==> config.mk <==
export PLATFORM = sky130hd
export DESIGN_NAME = jk_bank_seq_flat
export DESIGN_NICKNAME = d
export VERILOG_FILES = /design/src/rtl/jk_bank_seq_if.sv /design/src/rtl/jk_bank_seq.sv /design/src/flat_wrapper.sv
export SDC_FILE = /design/constraint.sdc
export NUM_CORES = 1
export LEC_CHECK = 0
export CORE_MARGIN = 2
export CORE_UTILIZATION = 41
export CTS_CLUSTER_DIAMETER = 40
export DETAILED_ROUTE_END_ITERATION = 10
export PLACE_DENSITY = 0.86
export SYNTH_ARGS = -nofsm -noshare
export SYNTH_HDL_FRONTEND = slang
export SYNTH_SLANG_ARGS = --single-unit
==> constraint.sdc <==
create_clock -name clk -period 1.6 [get_ports clk]
set_input_delay 0.24 -clock clk [delete_from_list [all_inputs] [get_ports clk]]
set_output_delay 0.24 -clock clk [all_outputs]
set_load 0.005 [all_outputs]
==> src/rtl/jk_bank_seq_if.sv <==
// Command channel into the JK bank sequencer: a valid/ready handshake plus the
// command payload and a side-band abort for an active count.
interface jk_bank_seq_if #(
    parameter int WIDTH = 4,
    parameter int CNT_W = 8
);
    // Handshake: a command transfers on the rising clk edge where cmd_valid && cmd_ready.
    // The payload (cmd_op/cmd_data/cmd_count) is sampled only on that edge; cmd_valid
    // while cmd_ready is low is ignored. cmd_abort is not part of the handshake.
    logic             cmd_valid;
    logic             cmd_ready;
    logic [2:0]       cmd_op;
    logic [WIDTH-1:0] cmd_data;
    logic [CNT_W-1:0] cmd_count;
    logic             cmd_abort;

    modport master (
        output cmd_valid, cmd_op, cmd_data, cmd_count, cmd_abort,
        input  cmd_ready
    );

    modport slave (
        input  cmd_valid, cmd_op, cmd_data, cmd_count, cmd_abort,
        output cmd_ready
    );
endinterface

==> src/rtl/jk_bank_seq.sv <==
// Sequencer driving per-bit j/k of an external JK flip-flop bank: load, set, clear,
// toggle and up/down counting, with a one-time bank clear after every reset.
module jk_bank_seq #(
    parameter int WIDTH = 4,
    parameter int CNT_W = 8
) (
    input  logic             clk,
    input  logic             rst_n,
    jk_bank_seq_if.slave     cmd,
    input  logic [WIDTH-1:0] q_in,
    output logic [WIDTH-1:0] jk_j,
    output logic [WIDTH-1:0] jk_k,
    output logic             busy,
    output logic             done,
    output logic [1:0]       state_dbg
);
    typedef enum logic [1:0] {
        S_INIT  = 2'd0,
        S_IDLE  = 2'd1,
        S_EXEC  = 2'd2,
        S_COUNT = 2'd3
    } state_t;

    localparam logic [2:0] OP_LOAD = 3'b001;
    localparam logic [2:0] OP_SET  = 3'b010;
    localparam logic [2:0] OP_CLR  = 3'b011;
    localparam logic [2:0] OP_TOG  = 3'b100;
    localparam logic [2:0] OP_UP   = 3'b101;
    localparam logic [2:0] OP_DN   = 3'b110;

    state_t           state_q, state_d;
    logic [2:0]       op_q;
    logic [WIDTH-1:0] mask_q;
    logic [CNT_W-1:0] rem_q;
    logic             done_q;
    logic             accept;
    logic             cnt_stop;
    logic [WIDTH-1:0] t_up, t_dn;

    assign accept   = cmd.cmd_valid && cmd.cmd_ready;
    // A count ends this cycle on abort, on an empty count, or when taking its last step.
    assign cnt_stop = cmd.cmd_abort || (rem_q <= CNT_W'(1));

    // State register and datapath registers.
    always_ff @(posedge clk or negedge rst_n) begin
        if (!rst_n) begin
            state_q <= S_INIT;
            op_q    <= '0;
            mask_q  <= '0;
            rem_q   <= '0;
            done_q  <= 1'b0;
        end else begin
            state_q <= state_d;
            done_q  <= (state_q == S_EXEC) || ((state_q == S_COUNT) && cnt_stop);
            if (accept) begin
                op_q   <= cmd.cmd_op;
                mask_q <= cmd.cmd_data;
                rem_q  <= cmd.cmd_count;
            end else if (state_q == S_COUNT) begin
                if (cmd.cmd_abort || rem_q == '0) rem_q <= '0;
                else                              rem_q <= rem_q - CNT_W'(1);
            end
        end
    end

    // Next-state logic.
    always_comb begin
        state_d = state_q;
        case (state_q)
            S_INIT:  state_d = S_IDLE;
            S_IDLE:  if (accept) state_d = (cmd.cmd_op == OP_UP || cmd.cmd_op == OP_DN) ? S_COUNT : S_EXEC;
            S_EXEC:  state_d = S_IDLE;
            S_COUNT: if (cnt_stop) state_d = S_IDLE;
            default: state_d = S_INIT;
        endcase
    end

    // Per-bit toggle enables for a binary count on the bank's current value.
    always_comb begin
        t_up = '0;
        t_dn = '0;
        for (int i = 0; i < WIDTH; i++) begin
            t_up[i] = 1'b1;
            t_dn[i] = 1'b1;
            for (int b = 0; b < i; b++) begin
                t_up[i] = t_up[i] & q_in[b];
                t_dn[i] = t_dn[i] & ~q_in[b];
            end
        end
    end

    // Output decode.
    always_comb begin
        jk_j = '0;
        jk_k = '0;
        case (state_q)
            S_INIT: jk_k = '1;
            S_EXEC: begin
                case (op_q)
                    OP_LOAD: begin jk_j = mask_q; jk_k = ~mask_q; end
                    OP_SET:  jk_j = mask_q;
                    OP_CLR:  jk_k = mask_q;
                    OP_TOG:  begin jk_j = mask_q; jk_k = mask_q; end
                    default: ;
                endcase
            end
            S_COUNT: begin
                if (!cmd.cmd_abort && rem_q != '0) begin
                    jk_j = (op_q == OP_DN) ? t_dn : t_up;
                    jk_k = jk_j;
                end
            end
            default: ;
        endcase
    end

    assign cmd.cmd_ready = (state_q == S_IDLE);
    assign busy          = (state_q != S_IDLE);
    assign done          = done_q;
    assign state_dbg     = state_q;
endmodule
==> src/flat_wrapper.sv <==
// flat-port wrapper written by rule: the top's interface ports become plain ports
module jk_bank_seq_flat 
#(
    parameter int WIDTH = 4,
    parameter int CNT_W = 8
)
  (clk, rst_n, q_in, jk_j, jk_k, busy, done, state_dbg, cmd_cmd_valid, cmd_cmd_op, cmd_cmd_data, cmd_cmd_count, cmd_cmd_abort, cmd_cmd_ready);
  jk_bank_seq_if #(.WIDTH(WIDTH), .CNT_W(CNT_W)) cmd_i ();
  input  logic clk;
  input  logic rst_n;
  input  logic [WIDTH-1:0] q_in;
  output logic [WIDTH-1:0] jk_j;
  output logic [WIDTH-1:0] jk_k;
  output logic busy;
  output logic done;
  output logic [1:0] state_dbg;
  input wire logic [$bits(cmd_i.cmd_valid)-1:0] cmd_cmd_valid;
  input wire logic [$bits(cmd_i.cmd_op)-1:0] cmd_cmd_op;
  input wire logic [$bits(cmd_i.cmd_data)-1:0] cmd_cmd_data;
  input wire logic [$bits(cmd_i.cmd_count)-1:0] cmd_cmd_count;
  input wire logic [$bits(cmd_i.cmd_abort)-1:0] cmd_cmd_abort;
  output wire logic [$bits(cmd_i.cmd_ready)-1:0] cmd_cmd_ready;
  assign cmd_i.cmd_valid = cmd_cmd_valid;
  assign cmd_i.cmd_op = cmd_cmd_op;
  assign cmd_i.cmd_data = cmd_cmd_data;
  assign cmd_i.cmd_count = cmd_cmd_count;
  assign cmd_i.cmd_abort = cmd_cmd_abort;
  assign cmd_cmd_ready = cmd_i.cmd_ready;
  jk_bank_seq #(.WIDTH(WIDTH), .CNT_W(CNT_W)) u_core (.clk(clk), .rst_n(rst_n), .cmd(cmd_i), .q_in(q_in), .jk_j(jk_j), .jk_k(jk_k), .busy(busy), .done(done), .state_dbg(state_dbg));
endmodule
[Yosys cells after proc, flatten, opt, wreduce, memory -nomap -nowiden]
Index checks and enable logic that the tools add are counted.
Cells by class
  $add $sub $neg: 1
  $lt $le $gt $ge: 1
  eq/ne operators: 13
  muxes and demuxes: 13
  bitwise operators: 8
  reduce and logical (&&, ||, !) cells: 16
Operators with widths (number)
  two-way mux 8 bit: 3
  one-hot mux 4 bit (2 select lines): 2
  equality test 3 bit, second input constant: 4
  two-way mux 4 bit: 3
  one-hot mux 4 bit (3 select lines): 1
  <= comparator 8 x 1 -> 1 bit, second input constant: 1
  zero test 8 bit: 1
  nonzero test 8 bit: 1
  subtractor 8 x 1 -> 8 bit, second input constant: 1
  equality test 3 x 2 -> 1 bit, second input constant: 2
  one-hot mux 2 bit (3 select lines): 1
  bitwise AND 1 bit: 4
  equality test 2 bit, second input constant: 2
  logical OR 1 bit: 4
  two-way mux 2 bit: 2
  != test 2 x 1 -> 1 bit, second input constant: 2
  inverter 4 bit: 1
  OR reduction 2 bit: 2
  equality test 3 x 1 -> 1 bit, second input constant: 1
  logical AND 1 bit: 3
  inverter 1 bit: 3
  OR reduction 3 bit: 1
  equality test 2 x 1 -> 1 bit, second input constant: 1
  zero test 2 bit: 1
  5 further kinds: 5
Word-level totals
  bits in registers: 18

[Longest topological paths before layout]
  word-level depth: 6
  depth in mapped cells: 6

[Worst setup path before layout]
OpenSTA, ideal clock, no wires.
  path kind: register to register
  start point: register u_core.rem_q[0]
  end point: register u_core.rem_q[7]
  setup time: 131 ps
  arrival time: 1576 ps
  required time: 1469 ps
  path slack: -107 ps
  cell stages (with the launch flop): 7
  clock period less this slack: 1707 ps
  cells stage by stage: dfrtp_1 inv_1 ha_1 nor3b_2 a21oi_2 and3_1 or3_1
On the way
  cells in the longest elaborated chain, start to end: 5
  elaborated cells between the ends (all ways): 6
  classes of those cells: 1 x add/sub; 3 x mux; 2 x reduce/logical
RTL lines
  start: declaration: line jk_bank_seq.sv:34  | logic [CNT_W-1:0] rem_q;
  start signal: assignment: line jk_bank_seq.sv:58  | rem_q <= cmd.cmd_count;
  start signal: assignment: line jk_bank_seq.sv:61  | else rem_q <= rem_q - CNT_W'(1);
  branches (longest 2 deep; another with subtractor 8 x 1 -> 8 bit)
  two-way mux 8 bit (*): line jk_bank_seq.sv:60  | if (cmd.cmd_abort || rem_q == '0) rem_q <= '0;
  two-way mux 8 bit (*): line jk_bank_seq.sv:59  | end else if (state_q == S_COUNT) begin
  two-way mux 8 bit (*): line jk_bank_seq.sv:55  | if (accept) begin
Mark *: on every way between the ends. The select of a mux whose other input is x is not followed.
A chain may end at the register's enable or synchronous reset.

[Worst setup path after layout]
  start point: register u_core.rem_q[1]
  end point: output port jk_j[3]
On the way
  cells in the longest elaborated chain, start to end: 4
RTL lines
  nonzero test 8 bit: line jk_bank_seq.sv:108  | if (!cmd.cmd_abort && rem_q != '0) begin
  logical AND 1 bit: line jk_bank_seq.sv:108
  two-way mux 4 bit: line jk_bank_seq.sv:108
  one-hot mux 4 bit (2 select lines): line jk_bank_seq.sv:96  | case (state_q)
  end: declaration: line flat_wrapper.sv:12  | output logic [WIDTH-1:0] jk_j;
No other way between the ends.

==> flow_metrics.env <==
export IMPL_start_kind="flop"
export IMPL_area_growth_pct=82.1
export IMPL_tightest_slew_ns=0.390
export IMPL_total_power_uw=3810
export IMPL_vdd_ir_drop_worst_mv=1.26
export IMPL_leakage_uw=0.000955
export IMPL_hold_viol=0
export IMPL_die_h_microns=56.8
export IMPL_slew_viol_final=0
export IMPL_synth_area_sq_um=1140
export IMPL_start_util_pct=42.2
export IMPL_fin_crit_ns=1.98
export IMPL_diodes=0
export IMPL_ys_warn_count=0
export IMPL_rsz0062_at_grt="yes"
export IMPL_finalCritPeriodShare_pct=123
export IMPL_maxCapViolCount=0
export IMPL_comb_power_share_pct=68.9
export IMPL_place_ws_ns=-0.549
export IMPL_final_area_sq_um=2080
export IMPL_grt_pass1_vias=1445
export IMPL_cts_root_buf="clkbuf_4"
export IMPL_power_density_nw_per_um2=1830
export IMPL_clk_path_buf_depth=2
export IMPL_synth_ff_type="dfrtp_1"
export IMPL_routed_via_density=5.55
export IMPL_avgSynthCellArea_sq_um=8.99
export IMPL_grt_busiest_layer="met2"
export IMPL_die_width_microns=56.8
export IMPL_core_area_sq_um=2710
export IMPL_routed_wirelength_microns=4180
export IMPL_fin_skew_ns=0.00109
export IMPL_synth_cell_types=39
export IMPL_grt_use_met2_pct=54.2
export IMPL_yosys_area_top_type="dfrtp_1"
export IMPL_drc=0
export IMPL_drtIter0Drc=53
export IMPL_p_sw_share_pct=41.9
export IMPL_synth_edf_count=0
export IMPL_ctsHtreeMaxLevel=1
export IMPL_antenna_found_initial=0
export IMPL_p_clk_share_pct=6.2
export IMPL_antenna_left=0
export IMPL_regArea_sq_um=454
export IMPL_grt_use_met3_pct=3.00
export IMPL_cts_sinks=18
export IMPL_cts_made_buffers=3
export IMPL_worstPathMaxFanout=4
export IMPL_gp_congestion=0.884
export IMPL_overflow=0
export IMPL_vias=1344
export IMPL_tritoncts="yes"
export IMPL_ys_seq_area_share_pct=39.4
export IMPL_synthesis_nets=152
export IMPL_setup_violations=10
export IMPL_switching_power_uw=1600
export IMPL_run_status="complete, but fails checks"
export IMPL_violations="negative setup slack"
export IMPL_synth_seq_cells=18
export IMPL_async_flop_share_pct=100
export IMPL_cp_arrival_ns=1.74
export IMPL_dpl_cell_area_sq_um=1760
export IMPL_yosys_top_cells_area="dfrtp_1 39%, o21ai_0 9.2%, xnor2_1 4.6%"
export IMPL_cp_required_ns=1.36
export IMPL_clk_pin_slew_ns=0.10
export IMPL_row_count=19
export IMPL_fmax_mhz=506
export IMPL_wire_per_inst_microns=17.3
export IMPL_clk_insertion_delay_late_ns=0.30
export IMPL_multi_input_area_sq_um=797
export IMPL_nFillCells=196
export IMPL_grt_max_degree=19
export IMPL_groute_usage_overall_pct=27.4
export IMPL_drive_gt1_share_pct=48.8
export IMPL_criticalPathCategory="flop to output port"
export IMPL_die_area_sq_um=3220
export IMPL_yosys_area_top_type_share_pct=39.4
export IMPL_synthCells=127
export IMPL_instances_no_fill=242
export IMPL_hold_path_class="primary input to async pin"
export IMPL_timing_final_ws_setup_ns=-0.376
export IMPL_grt_pass1_wl_microns=6780
export IMPL_pin_count=36
export IMPL_drt_pass1_iter_count=4
export IMPL_dp_cells=220
export IMPL_grtUsageMet1_pct=30.1
export IMPL_seqPwrFrac_pct=24.9
export IMPL_p_int_uw=2210
export IMPL_portBuffers=34
export IMPL_worstSetupEndpointType="output port"
export IMPL_fin_nets=238
export IMPL_hpwl_microns=2710
export IMPL_slew_headroom_pct=73.8
## worst max-delay path, cell delays in order (launching register included)
cell and delay [ns]:
dfrtp_1 0.41, inv_2 0.07, ha_4 0.15, nor3b_4 0.15, a21oi_2 0.21, o21ai_1 0.12, buf_4 0.15, o21ai_2 0.05
buf_2 0.12
## sequential cells by signal, summed over array words and instances, names as in the netlist
| name | count |
|---|---|
| u_core.state_dbg | 2 |
| u_core.rem_q | 8 |
| u_core.op_q | 3 |
| u_core.done | 1 |
| u_core.mask_q | 4 |
## worst paths after layout
| check | start | to | slack (ns) | cells past startpoint |
|---|---|---|---|---|
| worst max register to register | u_core.rem_q[1] | u_core.rem_q[7] | -0.25 | 7 |
| worst min-delay path | rst_n | u_core.rem_q[3] | 0.25 | 2 |
| worst max-delay path | u_core.rem_q[1] | jk_j[3] | -0.38 | 8 |
| worst min register to register | u_core.rem_q[0] | u_core.rem_q[0] | 0.59 | 2 |
| max in group asynchronous | rst_n | u_core.op_q[1] | 1.13 | 2 |
| min in group clk | cmd_cmd_op[2] | u_core.state_dbg[0] | 0.49 | 3 |
## metal layers
| layer | vias to the layer above | wire (microns) |
|---|---|---|
| met5 | - | 0 |
| met3 | 7 | 183 |
| li1 | 635 | - |
| met1 | 650 | 1630 |
| met4 | 0 | 63 |
| met2 | 52 | 2300 |
## synthesized netlist by cell type, types with 3 or more instances
library cell,number
mux2_2,3
inv_1,10
nor2_1,3
o21ai_0,21
buf_2,3
xnor2_1,6
dfrtp_1,18
nor4_1,3
a22oi_1,4
nand2_1,12
a221oi_1,4
nor3_1,6
## timing repair
action | CTS | global route
hold endpoints to repair | 0 | 0
hold buffers | 0 | 0
setup buffers | 18 | 5
gates resized for setup | 76 | 20
setup endpoints to repair | 15 | 18
pin swaps | 14 | 11
## power groups by stage
stage,sequential (uW),combinational [uW],clock (uW)
after floorplan,879,918,0
after global placement,874,1810,0
after detailed placement,891,1920,0
after CTS,915,2370,222
after global routing,972,2800,254
final,947,2620,238
## placed cells by master, fill, tap and decap left out, types with 3 or more instances in the layout
cell / count
a22oi_1: 4
buf_2: 8
buf_4: 43
buf_6: 8
clkbuf_4: 3
clkdlybuf4s50_1: 23
dfrtp_1: 15
dfrtp_2: 3
inv_1: 7
inv_2: 3
mux2_2: 3
nand2_1: 12
nor2_1: 3
nor3_1: 4
o21ai_0: 6
o21ai_1: 8
o21ai_2: 8
xnor2_1: 3
xnor2_2: 3
## final cells by class
type | instances | area share, %
Multi-Input combinational cell | 94 | 38.3
Timing Repair Buffer | 86 | 35.1
Sequential cell | 18 | 21.8
Tap cell | 31 | 1.86
Inverter | 10 | 1.80
Clock buffer | 3 | 1.08
## cells by family after synthesis
logic type                 count (synthesis)  synth area share, %
AOI/OAI and AO/OA                         43                 24.4
xor gates and xnor gates                   8                 6.13
adders and majority gates                  2                 2.19
buffers and inverters                     15                 5.26
DFF                                       18                 39.4
muxes                                      3                 2.96
and+or+nand+nor                           38                 19.6
## per-stage QoR
stage	utilization, %	setup TNS [ns]	hold slack [ns]
after floorplan	-	-0.00362	-0.0556
after global placement	65.0	-3.47	0.584
after detailed placement	65.0	-4.49	0.589
after CTS	73.9	-2.34	0.273
after global routing	76.8	-3.53	0.267
final	76.8	-3.01	0.250
(Power assumes the default switching activity.)
